`src/rtl/serial_subtractor_ctrl_if.sv`:
```
// Operand/result bundle for the bit-serial subtractor.
// The master drives start/a/b; the slave returns busy/done/diff/borrow_out.
interface serial_subtractor_ctrl_if #(
   parameter int WIDTH = 8
);
   logic             start;
   logic [WIDTH-1:0] a;
   logic [WIDTH-1:0] b;
   logic             busy;
   logic             done;
   logic [WIDTH-1:0] diff;
   logic             borrow_out;

   modport master (
      output start, a, b,
      input  busy, done, diff, borrow_out
   );

   modport slave (
      input  start, a, b,
      output busy, done, diff, borrow_out
   );
endinterface

```
`src/rtl/serial_subtractor_ctrl.sv`:
```
// Bit-serial subtractor: diff = a - b, LSB first, one bit per clock.
// Optional macro SERIAL_SUB_SAT_EN: clamp diff to 0 on final borrow.
module serial_subtractor_ctrl #(
   parameter int WIDTH = 8
) (
   input logic                     clk,
   input logic                     rst,
   serial_subtractor_ctrl_if.slave bus
);
   localparam int CW = (WIDTH > 1) ? $clog2(WIDTH) : 1;

   typedef enum logic [1:0] {
      IDLE = 2'd0,
      RUN  = 2'd1,
      DONE = 2'd2
   } state_t;

   state_t           state_q, state_d;
   logic [WIDTH-1:0] a_q, a_d;
   logic [WIDTH-1:0] b_q, b_d;
   logic [WIDTH-1:0] dsh_q, dsh_d;
   logic [WIDTH-1:0] diff_q, diff_d;
   logic [CW-1:0]    cnt_q, cnt_d;
   logic             br_q, br_d;
   logic             bout_q, bout_d;

   logic             load;
   logic             last;
   logic             hs1_d, hs1_b;
   logic             hs2_d, hs2_b;
   logic             br_nxt;
   logic [WIDTH-1:0] dsh_nxt;
   logic [WIDTH-1:0] res;

   assign load = bus.start && (state_q == IDLE || state_q == DONE);
   assign last = (cnt_q == CW'(WIDTH - 1));

   // Shared cell: two half-subtractors, borrows merged by an OR
   assign hs1_d  = a_q[0] ^ b_q[0];
   assign hs1_b  = ~a_q[0] & b_q[0];
   assign hs2_d  = hs1_d ^ br_q;
   assign hs2_b  = ~hs1_d & br_q;
   assign br_nxt = hs1_b | hs2_b;

   // Difference bit enters from the MSB side
   always_comb begin
      dsh_nxt            = dsh_q >> 1;
      dsh_nxt[WIDTH-1]   = hs2_d;
   end

   // Final result, optionally clamped on underflow
   always_comb begin
`ifdef SERIAL_SUB_SAT_EN
      res = br_nxt ? '0 : dsh_nxt;
`else
      res = dsh_nxt;
`endif
   end

   // State register
   always_ff @(posedge clk) begin
      if (rst) state_q <= IDLE;
      else     state_q <= state_d;
   end

   // Next-state logic
   always_comb begin
      state_d = state_q;
      unique case (state_q)
         IDLE:    if (bus.start) state_d = RUN;
         RUN:     if (last)      state_d = DONE;
         DONE:    state_d = bus.start ? RUN : IDLE;
         default: state_d = IDLE;
      endcase
   end

   // Outputs decoded from state and result registers
   always_comb begin
      bus.busy       = (state_q == RUN);
      bus.done       = (state_q == DONE);
      bus.diff       = diff_q;
      bus.borrow_out = bout_q;
   end

   // Datapath next-state: load, shift one bit, or hold
   always_comb begin
      a_d    = a_q;
      b_d    = b_q;
      dsh_d  = dsh_q;
      diff_d = diff_q;
      cnt_d  = cnt_q;
      br_d   = br_q;
      bout_d = bout_q;
      if (load) begin
         a_d   = bus.a;
         b_d   = bus.b;
         dsh_d = '0;
         cnt_d = '0;
         br_d  = 1'b0;
      end else if (state_q == RUN) begin
         a_d   = a_q >> 1;
         b_d   = b_q >> 1;
         dsh_d = dsh_nxt;
         br_d  = br_nxt;
         cnt_d = cnt_q + 1'b1;
         if (last) begin
            diff_d = res;
            bout_d = br_nxt;
         end
      end
   end

   // Datapath registers
   always_ff @(posedge clk) begin
      if (rst) begin
         a_q    <= '0;
         b_q    <= '0;
         dsh_q  <= '0;
         diff_q <= '0;
         cnt_q  <= '0;
         br_q   <= 1'b0;
         bout_q <= 1'b0;
      end else begin
         a_q    <= a_d;
         b_q    <= b_d;
         dsh_q  <= dsh_d;
         diff_q <= diff_d;
         cnt_q  <= cnt_d;
         br_q   <= br_d;
         bout_q <= bout_d;
      end
   end
endmodule

```
`src/flat_wrapper.sv`:
```
// flat-port wrapper written by rule: the top's interface ports become plain ports
module serial_subtractor_ctrl_flat 
#(
   parameter int WIDTH = 8
)
  (clk, rst, bus_start, bus_a, bus_b, bus_busy, bus_done, bus_diff, bus_borrow_out);
  serial_subtractor_ctrl_if #(.WIDTH(WIDTH)) bus_i ();
  input logic clk;
  input logic rst;
  input wire logic [$bits(bus_i.start)-1:0] bus_start;
  input wire logic [$bits(bus_i.a)-1:0] bus_a;
  input wire logic [$bits(bus_i.b)-1:0] bus_b;
  output wire logic [$bits(bus_i.busy)-1:0] bus_busy;
  output wire logic [$bits(bus_i.done)-1:0] bus_done;
  output wire logic [$bits(bus_i.diff)-1:0] bus_diff;
  output wire logic [$bits(bus_i.borrow_out)-1:0] bus_borrow_out;
  assign bus_i.start = bus_start;
  assign bus_i.a = bus_a;
  assign bus_i.b = bus_b;
  assign bus_busy = bus_i.busy;
  assign bus_done = bus_i.done;
  assign bus_diff = bus_i.diff;
  assign bus_borrow_out = bus_i.borrow_out;
  serial_subtractor_ctrl #(.WIDTH(WIDTH)) u_core (.clk(clk), .rst(rst), .bus(bus_i));
endmodule
```
`config.mk`:
```
export PLATFORM = sky130hd
export DESIGN_NAME = serial_subtractor_ctrl_flat
export DESIGN_NICKNAME = d
export VERILOG_FILES = /design/src/rtl/serial_subtractor_ctrl_if.sv /design/src/rtl/serial_subtractor_ctrl.sv /design/src/flat_wrapper.sv
export SDC_FILE = /design/constraint.sdc
export NUM_CORES = 1
export LEC_CHECK = 0
export CORE_MARGIN = 2
export CORE_UTILIZATION = 45
export CTS_CLUSTER_SIZE = 40
export DETAILED_ROUTE_END_ITERATION = 8
export DONT_BUFFER_PORTS = 1
export PLACE_DENSITY = 0.64
export SYNTH_ARGS = -nofsm -noshare
export SYNTH_HDL_FRONTEND = slang
export SYNTH_SLANG_ARGS = --single-unit
```
`constraint.sdc`:
```
create_clock -name clk -period 1.65 [get_ports clk]
set_input_delay 0.165 -clock clk [delete_from_list [all_inputs] [get_ports clk]]
set_output_delay 0.165 -clock clk [all_outputs]
set_load 0.005 [all_outputs]
```
# Word-level counts from Yosys, hierarchy flattened
# Index checks and enable logic that the tools add are counted.
# W data, S select, Z words.
# op_classes
n_addsub,1
n_eq_ne,5
mux,8
n_bitwise,8
n_reduce_logical,7
# ops
cell,count
$mux W8,4
$pmux W2 S3,1
$mux W2,2
$add A3 B1 Y3 const B,1
$eq A3 B3 Y1 const B,1
$not A1 Y1,3
$reduce_and A3 Y1,1
$and A1 B1 Y1,2
$eq A2 B1 Y1 const B,1
$eq A2 B2 Y1 const B,1
$logic_not A2 Y1,1
$ne A2 B1 Y1 const B,1
$ne A2 B2 Y1 const B,1
$reduce_and A2 Y1,1
$reduce_bool A2 Y1,1
$reduce_or A2 Y1,1
$xor A1 B1 Y1,2
$logic_and A1 B1 Y1,1
$logic_or A1 B1 Y1,1
$mux W1,1
$or A1 B1 Y1,1
# word_totals
regBits,39
inputBits,19
out_inout_bits,11
elab_cells,37

# Longest topological paths before layout
# Gate-level depths: netlist of the first run.
# depth
word_depth,5
mapped_depth,7
mapped_depth_nobuf,5

# Worst setup path after synthesis of the first run
# OpenSTA, ideal clock, no wires.
# synth_timing
path_type,reg2reg
from,reg u_core.cnt_q[0]
to,"reg u_core.bout_q, in the netlist u_core.bus.borrow_out"
setup_ns,0.091
t_arrival_ns,1.107
t_required_ns,1.559
setup_slack_ns,0.452
stages_incl_launch_ff,5
path_buffers,1
synth_period_minus_slack_ns,1.198
cell_sequence,dfxtp_1 -> ha_1 -> ha_1 -> buf_2 -> a311oi_1
# synth_via
elab_chain_cells,2
# synth_rtl
element,line_no,source
from (decl),serial_subtractor_ctrl.sv:23,"logic [CW-1:0] cnt_q, cnt_d;"
from (signal assigned),serial_subtractor_ctrl.sv:128,cnt_q <= cnt_d;
$eq A3 B3 Y1,serial_subtractor_ctrl.sv:36,assign last = (cnt_q == CW'(WIDTH - 1));
$reduce_and A3 Y1 (no line),n/a,
to (signal assigned),serial_subtractor_ctrl.sv:130,bout_q <= bout_d;
to (decl),serial_subtractor_ctrl.sv:25,"logic bout_q, bout_d;"
# No other way between the ends.
# A chain may end at the register's enable or synchronous reset.

# Final worst setup path of the first run
# layout_timing
from,reg u_core.state_q[0]
to,out bus_busy
# layout_via
elab_chain_cells,1
# layout_rtl
element,line_no,source
from (decl),serial_subtractor_ctrl.sv:18,"state_t state_q, state_d;"
from (signal assigned),serial_subtractor_ctrl.sv:63,else state_q <= state_d;
$eq A2 B1 Y1,serial_subtractor_ctrl.sv:79,bus.busy = (state_q == RUN);
to (decl),flat_wrapper.sv:13,output wire logic [$bits(bus_i.busy)-1:0] bus_busy;
# No other way between the ends.

==> results of run 1 <==
sequential cells by signal, indices dropped and copies added, names as in the netlist:
signal,count
u_core.br_q,1
u_core.a_q,8
u_core.cnt_q,3
u_core.state_q,2
u_core.bus.borrow_out,1
u_core.b_q,8
u_core.dsh_q,7
u_core.bus.diff,8
area by class of cell:
type                       count  area [sq um]  share of cell area
sequential                    38         760.7              0.4504
multi-input combinational    120         680.7              0.4030
timing repair buffer          11         107.6             0.06370
tap                           46         57.56             0.03407
clock buffer                   7         45.04             0.02667
inverter                       3         37.54             0.02222
metal layers:
layer	global-route usage	wire [microns]	up-vias
met5	0	0	-
met4	0.06111	47	0
met3	0.06486	169	6
met2	0.2473	1372	30
met1	0.2065	1432	597
li1	-	-	614
cells by family after synthesis:
kind of cell               after synthesis
AOI/OAI and AO/OA                       37
DFF                                     38
xor gates and xnor gates                 1
and+or+nand+nor                         78
muxes                                    1
buffers and inverters                   18
adders and majority gates                3
final timing paths:
path,from,end,slack (ns),cells past startpoint
worst max-delay path,u_core.state_q[0]$_SDFFE_PP0P_,bus_busy,0.15,3
worst min-delay path,bus_b[0],u_core.b_q[0]$_SDFFE_PP0P_,0.01,2
worst max register to register,u_core.cnt_q[0]$_SDFFE_PP0P_,u_core.bus.diff[0]$_SDFFE_PP0P_,0.24,5
worst min register to register,u_core.dsh_q[1]$_SDFFE_PP0P_,u_core.bus.diff[0]$_SDFFE_PP0P_,0.46,2
power breakdown:
part,internal [uW],switching [uW]
Clock,161,274
Sequential,961,26.9
Combinational,93.7,120
cells in the final DEF, fill, tap and decap left out, types with 2 or more instances in the layout:
cell and n:
a21oi_1 19, a311oi_1 5, buf_4 5, clkbuf_1 2
clkbuf_4 5, dfxtp_1 38, dlygate4sd3_1 5, ha_1 2
inv_1 2, nand2_1 35, nand2b_1 3, nand3_1 2
nand3_2 8, nor2_1 8, nor2b_1 2, nor3_1 19
o22ai_1 9
metrics by stage:
stage / utilization / setup slack (ns) / instances / power (uW)
2_1_floorplan: - / 0.4517 / 176 / 1178
6_report: 0.5062 / 0.1546 / 225 / 1635
5_1_grt: 0.5062 / 0.04938 / 225 / 1729
3_3_place_gp: 0.4706 / 0.3062 / 213 / 1182
4_1_cts: 0.4961 / 0.04024 / 224 / 1636
3_5_place_dp: 0.4706 / 0.2609 / 213 / 1189
synthesized netlist by cell type (2+ instances only):
cell type	n	area [sq um]
a21oi_1	19	95.09
a311oi_1	5	43.79
buf_2	7	35.03
buf_6	2	22.52
buf_8	2	30.03
clkbuf_1	2	7.510
dfxtp_1	38	760.7
ha_1	2	25.02
inv_1	2	7.510
nand2_1	35	131.4
nand2b_1	3	18.77
nand3_1	2	10.01
nand3_2	8	80.08
nor2_1	8	30.03
nor2b_1	2	12.51
nor3_1	19	95.09
o22ai_1	9	56.30
what timing repair did:
| action | CTS | global route |
|---|---|---|
| hold endpoints to repair | 27 | 1 |
| setup endpoints to repair | 0 | 1 |
| gates resized for setup | 0 | 4 |
| hold buffers | 4 | 1 |
| setup buffers | 0 | 0 |
==> results_dict.tcl, run 1 <==
set metrics [dict create \
    netlist_instances 176 \
    relSlewSlack 0.3401 \
    htreeDepth 2 \
    detail_route.iter0.violations 34 \
    yosys-mux-area-fraction 0.006410 \
    wl_mm 3.021 \
    crit_required_ns 1.48 \
    cts_buffer_depth 2 \
    nFillCells 317 \
    io_pins 30 \
    port_buffers 0 \
    gr-total-overflow 0 \
    worstSkewPairLatency_ns 0.33 \
    critPathBufInv 2 \
    fmax_ghz 0.6687 \
    via_count 1247 \
    drc 0 \
    placed_cell_area_sq_mm 0.001570 \
    slowest_delay_ns 0.41 \
    slowest_stage "dfxtp_1" \
    grtUsageTotal 0.1627 \
    drtAntennaViolNets 0 \
    initial_core_util 0.4679 \
    rsz0062_at_grt "no" \
    firstDrtPassIters 4 \
    grt_max_degree 39 \
    tightest_slew_ns 0.9866 \
    grt_first_pass_wirelength_mm 5.064 \
    route.detailed.wl_per_inst_microns 13.43 \
    drv_slew 0 \
    yosysUniqueCellTypes 28 \
    arrival_ns 1.33 \
    drive_gt1_frac 0.1229 \
    synth_fa_ha_area_frac 0.02885 \
    seq_area_frac_synth 0.4872 \
    endpoint_kind "primary output" \
    synth_enable_flop_cells 0 \
    cts-root-buf "clkbuf_4" \
    clkSinkCount 38 \
    worstSetupStartpointType "flip-flop" \
    hp-class "in -> reg" \
    dpl.hpwl_mm 1.994 \
    via_per_inst 5.542 \
    path_delay_family "buffers and inverters" \
    nNetsFinal 201 \
    path_max_fanout 38 \
    peakVddDrop_uv 434.8 \
    final_hold_viol_count 0 \
    path_clk_slew_ns 0.10 \
    ys_ff_latch 38 \
    worstSetupPathType "reg -> out" \
    cts_made_buffers 5 \
    design_area_sq_mm 0.001689 \
    syn_nets 198 \
    synth.avg_cell_area_sq_um 8.872 \
    die_w_microns 62.91 \
    die-area_sq_mm 0.003957 \
    period_minus_slack_ns 1.495 \
    finalSetupTns_ns 0 \
    syn_area_sq_mm 0.001561 \
    min_period_over_period 0.9063 \
    grt_pass1_vias 1081 \
    finClkSkew_ns 0.009886 \
    drv_cap 0 \
    synth_top_family_by_area "simple AND/OR/NAND/NOR gates" \
    yosys_warnings 0 \
    p_leak_uw 0.0005612 \
    synth-xor-area-share 0.005609 \
    antenna_found_initial 0 \
    yosys_most_used_dff "dfxtp_1" \
    whs_ns 0.01248 \
    status "finished clean" \
    setup_viol 0 \
    synthArstFlopShare 0 \
    routabilityCongestion 0.7201 \
    yosys.area_share.simple 0.2468 \
    synth_compound_area_frac 0.1482 \
    rows 21 \
    crit_chain "nand2b_1, bufinv_16, buf_4" \
    antennaDiodeCount 0 \
    powerDensity_mw_per_mm2 968.2 \
    die_h_microns 62.91 \
    core_sq_mm 0.003337 \
    area_growth_pct 8.173 \
    cts_tree "done" \
]
(Power assumes the default switching activity.)
==> run 2: changes to the inputs <==
--- a/config.mk
+++ b/config.mk
@@ -7,6 +7,7 @@
 export LEC_CHECK = 0
 export CORE_MARGIN = 2
 export CORE_UTILIZATION = 45
+export CTS_BUF_LIST = sky130_fd_sc_hd__clkbuf_2
 export CTS_CLUSTER_SIZE = 40
 export DETAILED_ROUTE_END_ITERATION = 8
 export DONT_BUFFER_PORTS = 1
==> results_dict.tcl, run 2 (synthesized netlist as in run 1, its figures left out) <==
set metrics [dict create \
    antenna_found_initial 0 \
    core_sq_mm 0.003337 \
    io_pins 30 \
    whs_ns 0.1793 \
    gr-total-overflow 0 \
    cts_buffer_depth 2 \
    dpl.hpwl_mm 1.994 \
    firstDrtPassIters 4 \
    route.detailed.wl_per_inst_microns 13.71 \
    path_clk_slew_ns 0.18 \
    die-area_sq_mm 0.003957 \
    period_minus_slack_ns 1.528 \
    r2r-start "u_core.cnt_q[0]$_SDFFE_PP0P_" \
    reg2regPathDepth 5 \
    die_w_microns 62.91 \
    drive_gt1_frac 0.1406 \
    arrival_ns 1.36 \
    initial_core_util 0.4679 \
    rsz0062_at_grt "no" \
    worstSkewPairLatency_ns 0.38 \
    cts_tree "done" \
    r2r_end "u_core.bus.diff[0]$_SDFFE_PP0P_" \
    multi_input_area_sq_um 683.2 \
    powerDensity_mw_per_mm2 893.7 \
    grt_max_degree 39 \
    wl_mm 3.262 \
    instances_no_fill 238 \
    cp-startpoint "u_core.state_q[1]$_SDFFE_PP0P_" \
    drtAntennaViolNets 0 \
    peakVddDrop_uv 459.7 \
    regArea_sq_um 762.0 \
    hp-class "in -> reg" \
    routabilityCongestion 0.7201 \
    rows 21 \
    fmax_ghz 0.6545 \
    drv_cap 0 \
    endpoint_kind "primary output" \
    die_h_microns 62.91 \
    nFillCells 319 \
    relSlewSlack 0.3553 \
    worstSetupEndpoint "bus_busy" \
    grtUsageTotal 0.1707 \
    p_leak_uw 0.0006206 \
    reg2reg_slack_ns 0.23 \
    power_uw 1619 \
    final_common_cell "dfxtp_1" \
    via_count 1293 \
    cts-root-buf "clkbuf_2" \
    antennaDiodeCount 0 \
    status "finished clean" \
    final_hold_viol_count 0 \
    worstSetupPathType "reg -> out" \
    worstSetupStartpointType "flip-flop" \
    setup_viol 0 \
    drv_slew 0 \
    nNetsFinal 214 \
    drc 0 \
    path_max_fanout 19 \
    dp_cells 213 \
    via_per_inst 5.433 \
    area_growth_pct 16.03 \
    htreeDepth 2 \
    port_buffers 0 \
    grt_pass1_vias 1160 \
    finalSetupTns_ns 0 \
    crit_required_ns 1.48 \
    min_period_over_period 0.9261 \
    detail_route.iter0.violations 54 \
    tightest_slew_ns 0.9639 \
    clkSinkCount 38 \
    final_cell_mix "37 x dfxtp_1, 35 x nand2_1, 19 x a21oi_1, 19 x nor3_1, 17 x dlygate4sd3_1" \
    finClkSkew_ns 0.01815 \
    cts_made_buffers 5 \
    grt_first_pass_wirelength_mm 5.285 \
]
[run 2: cell count changes in the layout (fill, tap and decap cells not counted)]
cell / change
dfxtp_2: +1
dfxtp_1: -1
dlygate4sd3_1: +12
inv_6: +1
clkbuf_2: +7
nand2b_1: -1
clkbuf_1: -2
nand2b_2: +1
clkbuf_4: -5
[run 2: final cells by class]
| class | instances | share of cell area |
|---|---|---|
| inverter | 3 | 0.02072 |
| sequential | 38 | 0.4206 |
| timing repair inverter | 1 | 0.004834 |
| tap | 46 | 0.03177 |
| timing repair buffer | 23 | 0.1257 |
| clock buffer | 7 | 0.01934 |
| multi-input combinational | 120 | 0.3771 |
[run 2: power by group]
part	switching (uW)	total, uW	internal, uW
clock network	275	386	110
logic	129	244	114
registers	27.2	990	963
total	432	1620	1190
[run 2: stage by stage]
step / area (sq um) / utilization / worst slack (ns)
floorplan: 1562 / - / 0.4517
detailed placement: 1570 / 0.4706 / 0.2609
CTS: 1778 / 0.5328 / 0.03368
global route: 1812 / 0.5429 / 0.01443
global placement: 1570 / 0.4706 / 0.3062
finish: 1812 / 0.5429 / 0.1220
[run 2: timing repair]
| item | CTS | global route |
|---|---|---|
| resized for setup | 1 | 5 |
| gates cloned | 0 | 1 |
| buffers inserted | 0 | 0 |
| hold buffers | 17 | 0 |
| setup endpoints to repair | 1 | 1 |
| hold endpoints to repair | 27 | 0 |
[run 2: per-layer routing]
metal  routed length (microns)  global-route usage  vias up
met5                         0                   0        -
met4                        68             0.07222        0
met3                       188             0.06126        8
met2                      1563              0.2713       38
met1                      1441              0.2077      610
li1                          -                   -      637
[run 2: how the worst min path moves through the flow]
stage	startpoint	endpoint	slack, ns	cells past startpoint
finish	bus_start	u_core.b_q[0]$_SDFFE_PP0P_	0.18	3
global route	bus_start	u_core.b_q[0]$_SDFFE_PP0P_	0.16	3
CTS	bus_start	u_core.b_q[0]$_SDFFE_PP0P_	0.17	3
detailed placement	rst	u_core.bus.diff[0]$_SDFFE_PP0P_	0.23	1
global placement	rst	u_core.bus.diff[0]$_SDFFE_PP0P_	0.23	1
floorplan	bus_b[7]	u_core.b_q[7]$_SDFFE_PP0P_	0.30	2
[run 2: critical path, stage by stage, from the launching register on]
cell and delay, ns:
dfxtp_1 0.35, nand2b_2 0.24, bufinv_16 0.27, buf_4 0.12
==> run 3: changes to the inputs <==
--- a/config.mk
+++ b/config.mk
@@ -6,12 +6,13 @@
 export NUM_CORES = 1
 export LEC_CHECK = 0
 export CORE_MARGIN = 2
-export CORE_UTILIZATION = 45
+export CORE_UTILIZATION = 30
 export CTS_BUF_LIST = sky130_fd_sc_hd__clkbuf_2
 export CTS_CLUSTER_SIZE = 40
 export DETAILED_ROUTE_END_ITERATION = 8
 export DONT_BUFFER_PORTS = 1
-export PLACE_DENSITY = 0.64
+export PLACE_DENSITY = 0.48
+export SLEW_MARGIN = 20
 export SYNTH_ARGS = -nofsm -noshare
 export SYNTH_HDL_FRONTEND = slang
 export SYNTH_SLANG_ARGS = --single-unit
==> results_dict.tcl, run 3 (synthesized netlist as in run 1, its figures left out) <==
set metrics [dict create \
    finalSetupTns_ns 0 \
    instances_no_fill 261 \
    port_buffers 0 \
    cts_buffer_depth 2 \
    grt_max_degree 28 \
    final_common_cell "dfxtp_1" \
    r2r_end "u_core.a_q[6]$_SDFFE_PP0P_" \
    whs_path_depth 3 \
    antenna_found_initial 0 \
    crit_chain "nand2b_1, inv_6, buf_4" \
    clkSinkCount 38 \
    die_h_microns 76.15 \
    arrival_ns 1.35 \
    crit_required_ns 1.48 \
    gr-total-overflow 0 \
    firstDrtPassIters 5 \
    grtUsageTotal 0.1187 \
    cts_tree "done" \
    pre_cts_slack_ns 0.3625 \
    slowest_delay_ns 0.36 \
    cts_made_buffers 5 \
    area_growth_pct 15.06 \
    detail_route.iter0.violations 64 \
    drc 0 \
    p_leak_uw 0.0006007 \
    die-area_sq_mm 0.005798 \
    relSlewSlack 0.3127 \
    reg2reg_slack_ns 0.30 \
    drive_gt1_frac 0.1309 \
    fin_ws_ns 0.1314 \
    final_core_util 0.3540 \
    period_minus_slack_ns 1.519 \
    finClkSkew_ns 0.01782 \
    nNetsFinal 213 \
    drv_slew 0 \
    tightest_slew_ns 1.028 \
    r2r-start "u_core.state_q[1]$_SDFFE_PP0P_" \
    dpl.hpwl_mm 2.158 \
    path_max_fanout 24 \
    wl_mm 3.207 \
    final_hold_viol_count 0 \
    post_cts_buffers 0 \
    endpoint_kind "primary output" \
    status "finished clean" \
    die_w_microns 76.15 \
    slowest_stage "dfxtp_1" \
    drv_cap 0 \
    peakVddDrop_uv 320.0 \
    worstSkewPairLatency_ns 0.38 \
    worstSetupStartpointType "flip-flop" \
    core_sq_mm 0.005075 \
    path_clk_slew_ns 0.18 \
    worstSetupPathType "reg -> out" \
    fmax_ghz 0.6585 \
    min_period_over_period 0.9204 \
    reg2regPathDepth 4 \
    initial_core_util 0.3077 \
    rsz0062_at_grt "no" \
    route.detailed.wl_per_inst_microns 12.29 \
    dp_cells 237 \
    setup_viol 0 \
    final_cell_mix "37 x dfxtp_1, 35 x nand2_1, 19 x a21oi_1, 19 x nor3_1, 17 x dlygate4sd3_1" \
    grt_pass1_vias 1150 \
    via_per_inst 4.705 \
    rows 26 \
    antennaDiodeCount 0 \
    routabilityCongestion 0.7039 \
    powerDensity_mw_per_mm2 897.6 \
    worst_hold_path.endpoint "u_core.state_q[0]$_SDFFE_PP0P_" \
    nFillCells 555 \
    grt_first_pass_wirelength_mm 5.623 \
    whs_ns 0.04621 \
    min-delay-start "bus_start" \
    io_pins 30 \
    htreeDepth 2 \
    via_count 1228 \
    drtAntennaViolNets 0 \
    hp-class "in -> reg" \
    cts-root-buf "clkbuf_2" \
]
==> run 3: through the flow <==
stage	total power (uW)	cell area, sq um
finish	1613	1797
global placement	1184	1588
floorplan	1178	1562
CTS	1639	1793
global route	1714	1797
detailed placement	1190	1588
==> run 3: cell type report <==
type / instances / area, sq um / share of cell area
clock buffer: 7 / 35.03 / 0.01950
inverter: 3 / 16.27 / 0.009053
multi-input combinational: 120 / 680.7 / 0.3788
sequential: 38 / 762.0 / 0.4241
tap: 70 / 87.58 / 0.04875
timing repair buffer: 23 / 215.2 / 0.1198
==> run 3: how the worst max path moves through the flow <==
stage | endpoint | start
2_1_floorplan | u_core.bus.borrow_out$_SDFFE_PP0P_ | u_core.cnt_q[0]$_SDFFE_PP0P_
3_3_place_gp | u_core.bus.diff[0]$_SDFFE_PP0P_ | u_core.cnt_q[0]$_SDFFE_PP0P_
3_5_place_dp | u_core.bus.diff[0]$_SDFFE_PP0P_ | u_core.cnt_q[0]$_SDFFE_PP0P_
4_1_cts | bus_busy | u_core.state_q[0]$_SDFFE_PP0P_
5_1_grt | bus_busy | u_core.state_q[1]$_SDFFE_PP0P_
6_report | bus_busy | u_core.state_q[1]$_SDFFE_PP0P_
==> run 3: power breakdown <==
part	total [uW]	switching (uW)	internal [uW]
logic	226	127	98.5
clock network	400	290	110
registers	987	24.1	963
==> run 3: worst max-delay path: cells and delay by family, from the launching register on <==
kind	cells	cell delay (ns)
buffers and inverters	2	0.39
and+or+nand+nor	1	0.22
DFF	1	0.36
==> run 3: metal layers <==
layer / up-vias / routed length (microns) / track usage / share of wire
met1: 561 / 1460 / 0.1494 / 0.46
met3: 5 / 211 / 0.03910 / 0.066
met4: 0 / 56 / 0.05455 / 0.017
met2: 25 / 1480 / 0.1848 / 0.46
li1: 637 / - / - / -
met5: - / 0 / 0 / 0
==> run 3: what timing repair did <==
item                                    4_1_cts  5_1_grt
resized for setup                             0        2
hold endpoints to repair                     27        0
endpoints found under the setup margin        0        1
hold buffers                                 17        0
